==> config.mk <==
export PLATFORM = sky130hd
export DESIGN_NAME = bus_arb
export DESIGN_NICKNAME = d
export VERILOG_FILES = /design/src/rtl/bus_pkg.sv /design/src/rtl/rr_pick.sv /design/src/rtl/bus_arb.sv
export SDC_FILE = /design/constraint.sdc
export NUM_CORES = 1
export LEC_CHECK = 0
export CAP_MARGIN = 40
export CORE_AREA = 4 4 109 111
export CTS_CLUSTER_DIAMETER = 50
export DETAILED_ROUTE_END_ITERATION = 7
export DIE_AREA = 0 0 113 115
export GPL_ROUTABILITY_DRIVEN = 0
export GPL_TIMING_DRIVEN = 0
export PLACE_DENSITY = 0.79
export RECOVER_POWER = 50
export SLEW_MARGIN = 30
export SYNTH_ARGS = -nofsm -noshare
export SYNTH_HDL_FRONTEND = slang
export SYNTH_HIERARCHICAL = 1
export SYNTH_SLANG_ARGS = --single-unit
==> constraint.sdc <==
create_clock -name clk_core -period 2.1 [get_ports clk_core]
set_input_delay 0.42 -clock clk_core [delete_from_list [all_inputs] [get_ports clk_core]]
set_output_delay 0.42 -clock clk_core [all_outputs]
set_load 0.1 [all_outputs]
==> src/rtl/bus_pkg.sv <==
// rtl/bus_pkg.sv - shared bus_main definitions: arbiter states, address field bounds, command codes
package bus_pkg;

  typedef enum logic [2:0] {
    IDLE  = 3'd0,
    CMD   = 3'd1,
    WDATA = 3'd2,
    RDATA = 3'd3,
    ERR   = 3'd4
  } arb_state_t;

  localparam int BUS_ADDR_HI = 28;
  localparam int BUS_ADDR_LO = 2;

  localparam logic CMD_READ  = 1'b1;
  localparam logic CMD_WRITE = 1'b0;

endpackage

==> src/rtl/rr_pick.sv <==
// rtl/rr_pick.sv - combinational round-robin picker: first set request searching circularly from last+1
module rr_pick #(
  parameter int N  = 2,
  parameter int GW = $clog2(N)
) (
  input  logic [N-1:0]  req,
  input  logic [GW-1:0] last,
  output logic          any,
  output logic [GW-1:0] idx,
  output logic [N-1:0]  onehot
);

  logic [GW-1:0] probe;

  // Walk from the farthest candidate back to last+1 so the nearest hit overwrites the others.
  always_comb begin
    any   = 1'b0;
    idx   = '0;
    probe = '0;
    for (int k = N; k >= 1; k--) begin
      probe = GW'((int'(last) + k) % N);
      if (req[probe]) begin
        any = 1'b1;
        idx = probe;
      end
    end
    onehot = any ? (N'(1) << idx) : '0;
  end

endmodule

==> src/rtl/bus_arb.sv <==
// rtl/bus_arb.sv - round-robin arbiter sharing one bus_main master port among N requesters
module bus_arb
  import bus_pkg::*;
#(
  parameter int N  = 2,
  parameter int GW = $clog2(N)
) (
  input  logic                                    clk_core,
  input  logic                                    reset_n,
  input  logic [N-1:0]                            req_cvalid,
  output logic [N-1:0]                            arb_cready,
  input  logic [N-1:0]                            req_cmd,
  input  logic [N-1:0][BUS_ADDR_HI:BUS_ADDR_LO]   req_addr,
  input  logic [N-1:0]                            req_wvalid,
  output logic [N-1:0]                            arb_wready,
  input  logic [N-1:0]                            req_wlast,
  input  logic [N-1:0][31:0]                      req_wdata,
  input  logic [N-1:0][3:0]                       req_wmask,
  output logic [N-1:0]                            arb_rvalid,
  input  logic [N-1:0]                            req_rready,
  output logic [N-1:0]                            arb_error,
  input  logic [N-1:0]                            req_eack,
  output logic                                    arb_rlast,
  output logic [31:0]                             arb_rdata,
  output logic                                    arb_cvalid,
  input  logic                                    bmain_cready,
  output logic                                    arb_cmd,
  output logic [BUS_ADDR_HI:BUS_ADDR_LO]          arb_addr,
  output logic                                    arb_wvalid,
  input  logic                                    bmain_wready,
  output logic                                    arb_wlast,
  output logic [31:0]                             arb_wdata,
  output logic [3:0]                              arb_wmask,
  input  logic                                    bmain_rvalid,
  output logic                                    arb_rready,
  input  logic                                    bmain_rlast,
  input  logic [31:0]                             bmain_rdata,
  input  logic                                    bmain_error,
  output logic                                    arb_eack
);

  arb_state_t                     state;
  logic [GW-1:0]                  last;
  logic [GW-1:0]                  grant;
  logic                           cmd_q;
  logic [BUS_ADDR_HI:BUS_ADDR_LO] addr_q;

  logic                           pick_any;
  logic [GW-1:0]                  pick_idx;
  logic [N-1:0]                   pick_onehot;
  logic                           w_done;
  logic                           r_done;
  logic                           e_done;

  rr_pick #(
    .N  (N),
    .GW (GW)
  ) u_pick (
    .req    (req_cvalid),
    .last   (last),
    .any    (pick_any),
    .idx    (pick_idx),
    .onehot (pick_onehot)
  );

  always_comb begin
    arb_cready = '0;
    arb_wready = '0;
    arb_rvalid = '0;
    arb_error  = '0;
    arb_cvalid = 1'b0;
    arb_cmd    = cmd_q;
    arb_addr   = addr_q;
    arb_wvalid = 1'b0;
    arb_wlast  = req_wlast[grant];
    arb_wdata  = req_wdata[grant];
    arb_wmask  = req_wmask[grant];
    arb_rready = 1'b0;
    arb_rlast  = bmain_rlast;
    arb_rdata  = bmain_rdata;
    arb_eack   = 1'b0;
    unique case (state)
      // Gated by reset_n so an asserted reset silences cready even with requests pending.
      IDLE:  arb_cready = reset_n ? pick_onehot : '0;
      CMD:   arb_cvalid = 1'b1;
      WDATA: begin
        if (!bmain_error) begin
          arb_wvalid        = req_wvalid[grant];
          arb_wready[grant] = bmain_wready;
        end
      end
      RDATA: begin
        if (!bmain_error) begin
          arb_rvalid[grant] = bmain_rvalid;
          arb_rready        = req_rready[grant];
        end
      end
      ERR: begin
        arb_error[grant] = 1'b1;
        arb_eack         = req_eack[grant];
      end
      default: ;
    endcase
  end

  assign w_done = arb_wvalid & bmain_wready & arb_wlast;
  assign r_done = bmain_rvalid & arb_rready & bmain_rlast;
  assign e_done = bmain_error & arb_eack;

  always_ff @(posedge clk_core or negedge reset_n) begin
    if (!reset_n) begin
      state  <= IDLE;
      last   <= GW'(N - 1);
      grant  <= '0;
      cmd_q  <= CMD_WRITE;
      addr_q <= '0;
    end else begin
      unique case (state)
        IDLE: begin
          if (pick_any) begin
            grant  <= pick_idx;
            cmd_q  <= req_cmd[pick_idx];
            addr_q <= req_addr[pick_idx];
            state  <= CMD;
          end
        end
        CMD: begin
          if (bmain_error) begin
            state <= ERR;
          end else if (bmain_cready) begin
            state <= (cmd_q == CMD_READ) ? RDATA : WDATA;
          end
        end
        WDATA: begin
          if (bmain_error) begin
            state <= ERR;
          end else if (w_done) begin
            last  <= grant;
            state <= IDLE;
          end
        end
        RDATA: begin
          if (bmain_error) begin
            state <= ERR;
          end else if (r_done) begin
            last  <= grant;
            state <= IDLE;
          end
        end
        ERR: begin
          if (e_done) begin
            last  <= grant;
            state <= IDLE;
          end
        end
        default: state <= IDLE;
      endcase
    end
  end

endmodule

==> results.sh <==
export IMPL_end_kind="output port"
export IMPL_swShare=0.554
export IMPL_track_usage=0.201
export IMPL_antenna_found_initial=0
export IMPL_yosysTopAreaCell="dfrtp_1"
export IMPL_pre_cts_ws_ps=-978
export IMPL_cp_arrival_ps=1690
export IMPL_coreArea_sq_um=10800
export IMPL_dp_hpwl_um=12400
export IMPL_n_antenna_cell=0
export IMPL_yosysWarnings=6
export IMPL_hold_violations=0
export IMPL_synth_area_top_cells="dfrtp_1, mux2_2, mux2i_1, buf_4, a21oi_1"
export IMPL_rr_startpoint="state[0]$_DFFE_PN0P_"
export IMPL_setup_ws_ps=-13.6
export IMPL_vias_per_cell=4.46
export IMPL_rows=38
export IMPL_critPathKind="reg2out"
export IMPL_cp_max_fo=5
export IMPL_area_growth_synth_to_final_pct=176
export IMPL_antenna_left=0
export IMPL_htreeDepth=2
export IMPL_syn_cell_area_sq_um=2510
export IMPL_fin_area_sq_um=6940
export IMPL_cap_violations=0
export IMPL_detail_route_wl_per_cell_um=18.8
export IMPL_grt_max_degree=23
export IMPL_hold_buffers=0
export IMPL_ir_worst_vdd_mv=1.31
export IMPL_cts_sinks=33
export IMPL_syn_instance_count=260
export IMPL_first_global_vias=3629
export IMPL_crit_start="state[2]$_DFFE_PN0P_"
export IMPL_setup_viol=2
export IMPL_die_x_um=113
export IMPL_post_dp_cell_area_sq_um=7260
export IMPL_firstDrtPassIters=4
export IMPL_hp_class="in2async"
export IMPL_status="finished with violations"
export IMPL_avgSynthCellArea_sq_um=9.67
export IMPL_io_pins=287
export IMPL_drc=0
export IMPL_internal_power_w=0.00493
export IMPL_cts_reportedPaths_clkPinSlew_ps=70
export IMPL_ys_seq_area_frac=0.329
export IMPL_routed_wl_um=14100
export IMPL_placed_cells=765
export IMPL_nets=786
export IMPL_start_util=0.233
export IMPL_synth_seq_cells=33
export IMPL_die_area_sq_um=13000
export IMPL_rsz0062_at_grt="yes"
export IMPL_overflow=0
export IMPL_worst_slew_pin_slew_ps=1030
export IMPL_p_total_w=0.0111
export IMPL_via_count=3348
export IMPL_worst_r2r_endpoint="arb_addr[9]$_DFFE_PN0P_"
export IMPL_synth_cell_types=37
export IMPL_first_iter_violations=83
export IMPL_mappedNetlistNets=437
export IMPL_clkLatencyLatePin_ps=280
export IMPL_die_h_um=115
export IMPL_clock_root_buffer="clkbuf_8"
export IMPL_p_comb_frac=0.842
export IMPL_cp_start_kind="register"
export IMPL_power_per_cell_area_nw_per_um2=1590
export IMPL_hold_ws_ps=164
export IMPL_fin_crit_ps=2110
export IMPL_p_sw_w=0.00612
export IMPL_numCtsBuffers=5
export IMPL_p_clk_frac=0.056
export IMPL_tritoncts="yes"
export IMPL_fmaxAchievable_mhz=473
export IMPL_netlist_area_leader_share=0.318
export IMPL_final_cells=750
export IMPL_clk_path_buf_depth=2
export IMPL_violations="negative setup slack"
export IMPL_grt_first_pass_wirelength_um=20300
export IMPL_reg2reg_depth=7
export IMPL_fin_crit_sh=1.01
export IMPL_slew_viol_final=0
export IMPL_pwr_share_seq=0.102
export IMPL_r2r_slack_ps=190
export IMPL_skew_ps=6.77
export IMPL_cp_data_required_time_ps=1680
export IMPL_leakage_nw=3.05
export IMPL_io_buffers=254
export IMPL_max_slew_margin_rel=0.315
export IMPL_layout_drive_gt1_share=0.418
-- sequential cells by signal, indices dropped and copies added (netlist names) --
signal    cells
arb_addr     27
state         3
arb_cmd       1
grant         1
last          1
-- area by class of cell --
type                            count  area (sq um)
Fill cell                         747          3850
Sequential cell                    33           827
Timing Repair Buffer              343          4000
Buffer                             51           417
Inverter                            3          13.8
Multi-Input combinational cell    172          1400
Tap cell                          140           175
Clock inverter                      1          30.0
Clock buffer                        7          86.3
-- metal layers --
metal	track usage	routed length, um	share of wire	vias to the layer above
li1	-	-	-	1572
met1	0.202	4780	0.34	1566
met2	0.406	7940	0.56	192
met3	0.0516	1090	0.077	18
met4	0.0513	310	0.022	0
met5	0	0	0	-
-- power by group through the flow --
stage / Combinational [W] / Sequential (W) / Clock [W]
2_1_floorplan: 0.00346 / 0.00303 / 0
3_3_place_gp: 0.00709 / 0.00111 / 0
3_5_place_dp: 0.00943 / 0.00114 / 0
4_1_cts: 0.00948 / 0.00113 / 0.000638
5_1_grt: 0.00960 / 0.00117 / 0.000668
6_report: 0.00930 / 0.00113 / 0.000622
-- cell usage in the layout (no fill, tap or decap), types with 2 or more instances in the layout --
cell type,synthesis,layout
dlygate4sd2_1,0,2
mux2i_1,29,30
buf_8,0,11
clkbuf_4,0,10
dlygate4sd3_1,0,3
a21boi_0,3,3
buf_16,0,23
buf_12,0,37
nor2_1,37,30
mux2_2,36,35
buf_4,36,59
o21ai_0,3,3
clkdlybuf4s50_1,0,199
buf_2,12,7
clkbuf_8,0,6
a21oi_1,29,29
nand2b_1,3,3
nand2_1,4,2
buf_6,2,5
nor2_2,0,4
nor2_4,1,4
inv_1,3,2
and3_4,0,2
nand2_2,0,2
dfrtp_1,32,32
clkbuf_1,1,3
mux2_4,2,2
clkbuf_2,0,32
clkdlybuf4s15_2,0,2
and3_1,4,2
-- cells in the mapped netlist, drive strengths merged --
library cell / count
buf: 51
mux2: 38
nor2: 38
dfrtp: 32
mux2i: 31
a21oi: 29
and3: 4
nand2: 4
o21ai: 4
a21boi: 3
inv: 3
nand2b: 3
nor3b: 3
nor3: 2
o32ai: 2
a21o: 1
a221o: 1
and2: 1
and4b: 1
and4bb: 1
clkbuf: 1
dfstp: 1
nand3: 1
nor4: 1
o2111ai: 1
o22ai: 1
or2: 1
or3b: 1
-- repair_timing --
action | CTS | global route
setup buffers | 8 | 16
resized for setup | 78 | 8
pin swaps | 6 | 5
endpoints found under the setup margin | 50 | 20
cloned | 0 | 0
-- through the flow --
step,util,TNS (ps)
6_report,0.643,-26.2
5_1_grt,0.643,-263
4_1_cts,0.674,-650
3_5_place_dp,0.672,-15330
3_3_place_gp,0.489,-39390
2_1_floorplan,-,-297
-- worst max-delay path: stages, from the launching register on --
cell and delay [ps]:
dfrtp_1 370, buf_6 120, or3b_4 430, nor2_4 120, and3_4 200, buf_12 170
-- worst max-delay path by stage --
stage	endpoint	slack [ps]	cells after the start
after floorplan	arb_error[1]	-170	4
final	arb_wready[0]	-10	5
after global placement	arb_cready[1]	-1830	3
after CTS	arb_wdata[18]	-260	5
after global routing	arb_wready[1]	-80	5
after detailed placement	arb_rvalid[1]	-980	7
-- cell families after synthesis --
logic type | share of synthesized area
muxes | 0.303
and+or+nand+nor | 0.123
buffers and inverters | 0.148
AOI/OAI and AO/OA | 0.0975
DFF | 0.329
Power figures use the tool's default switching activity.
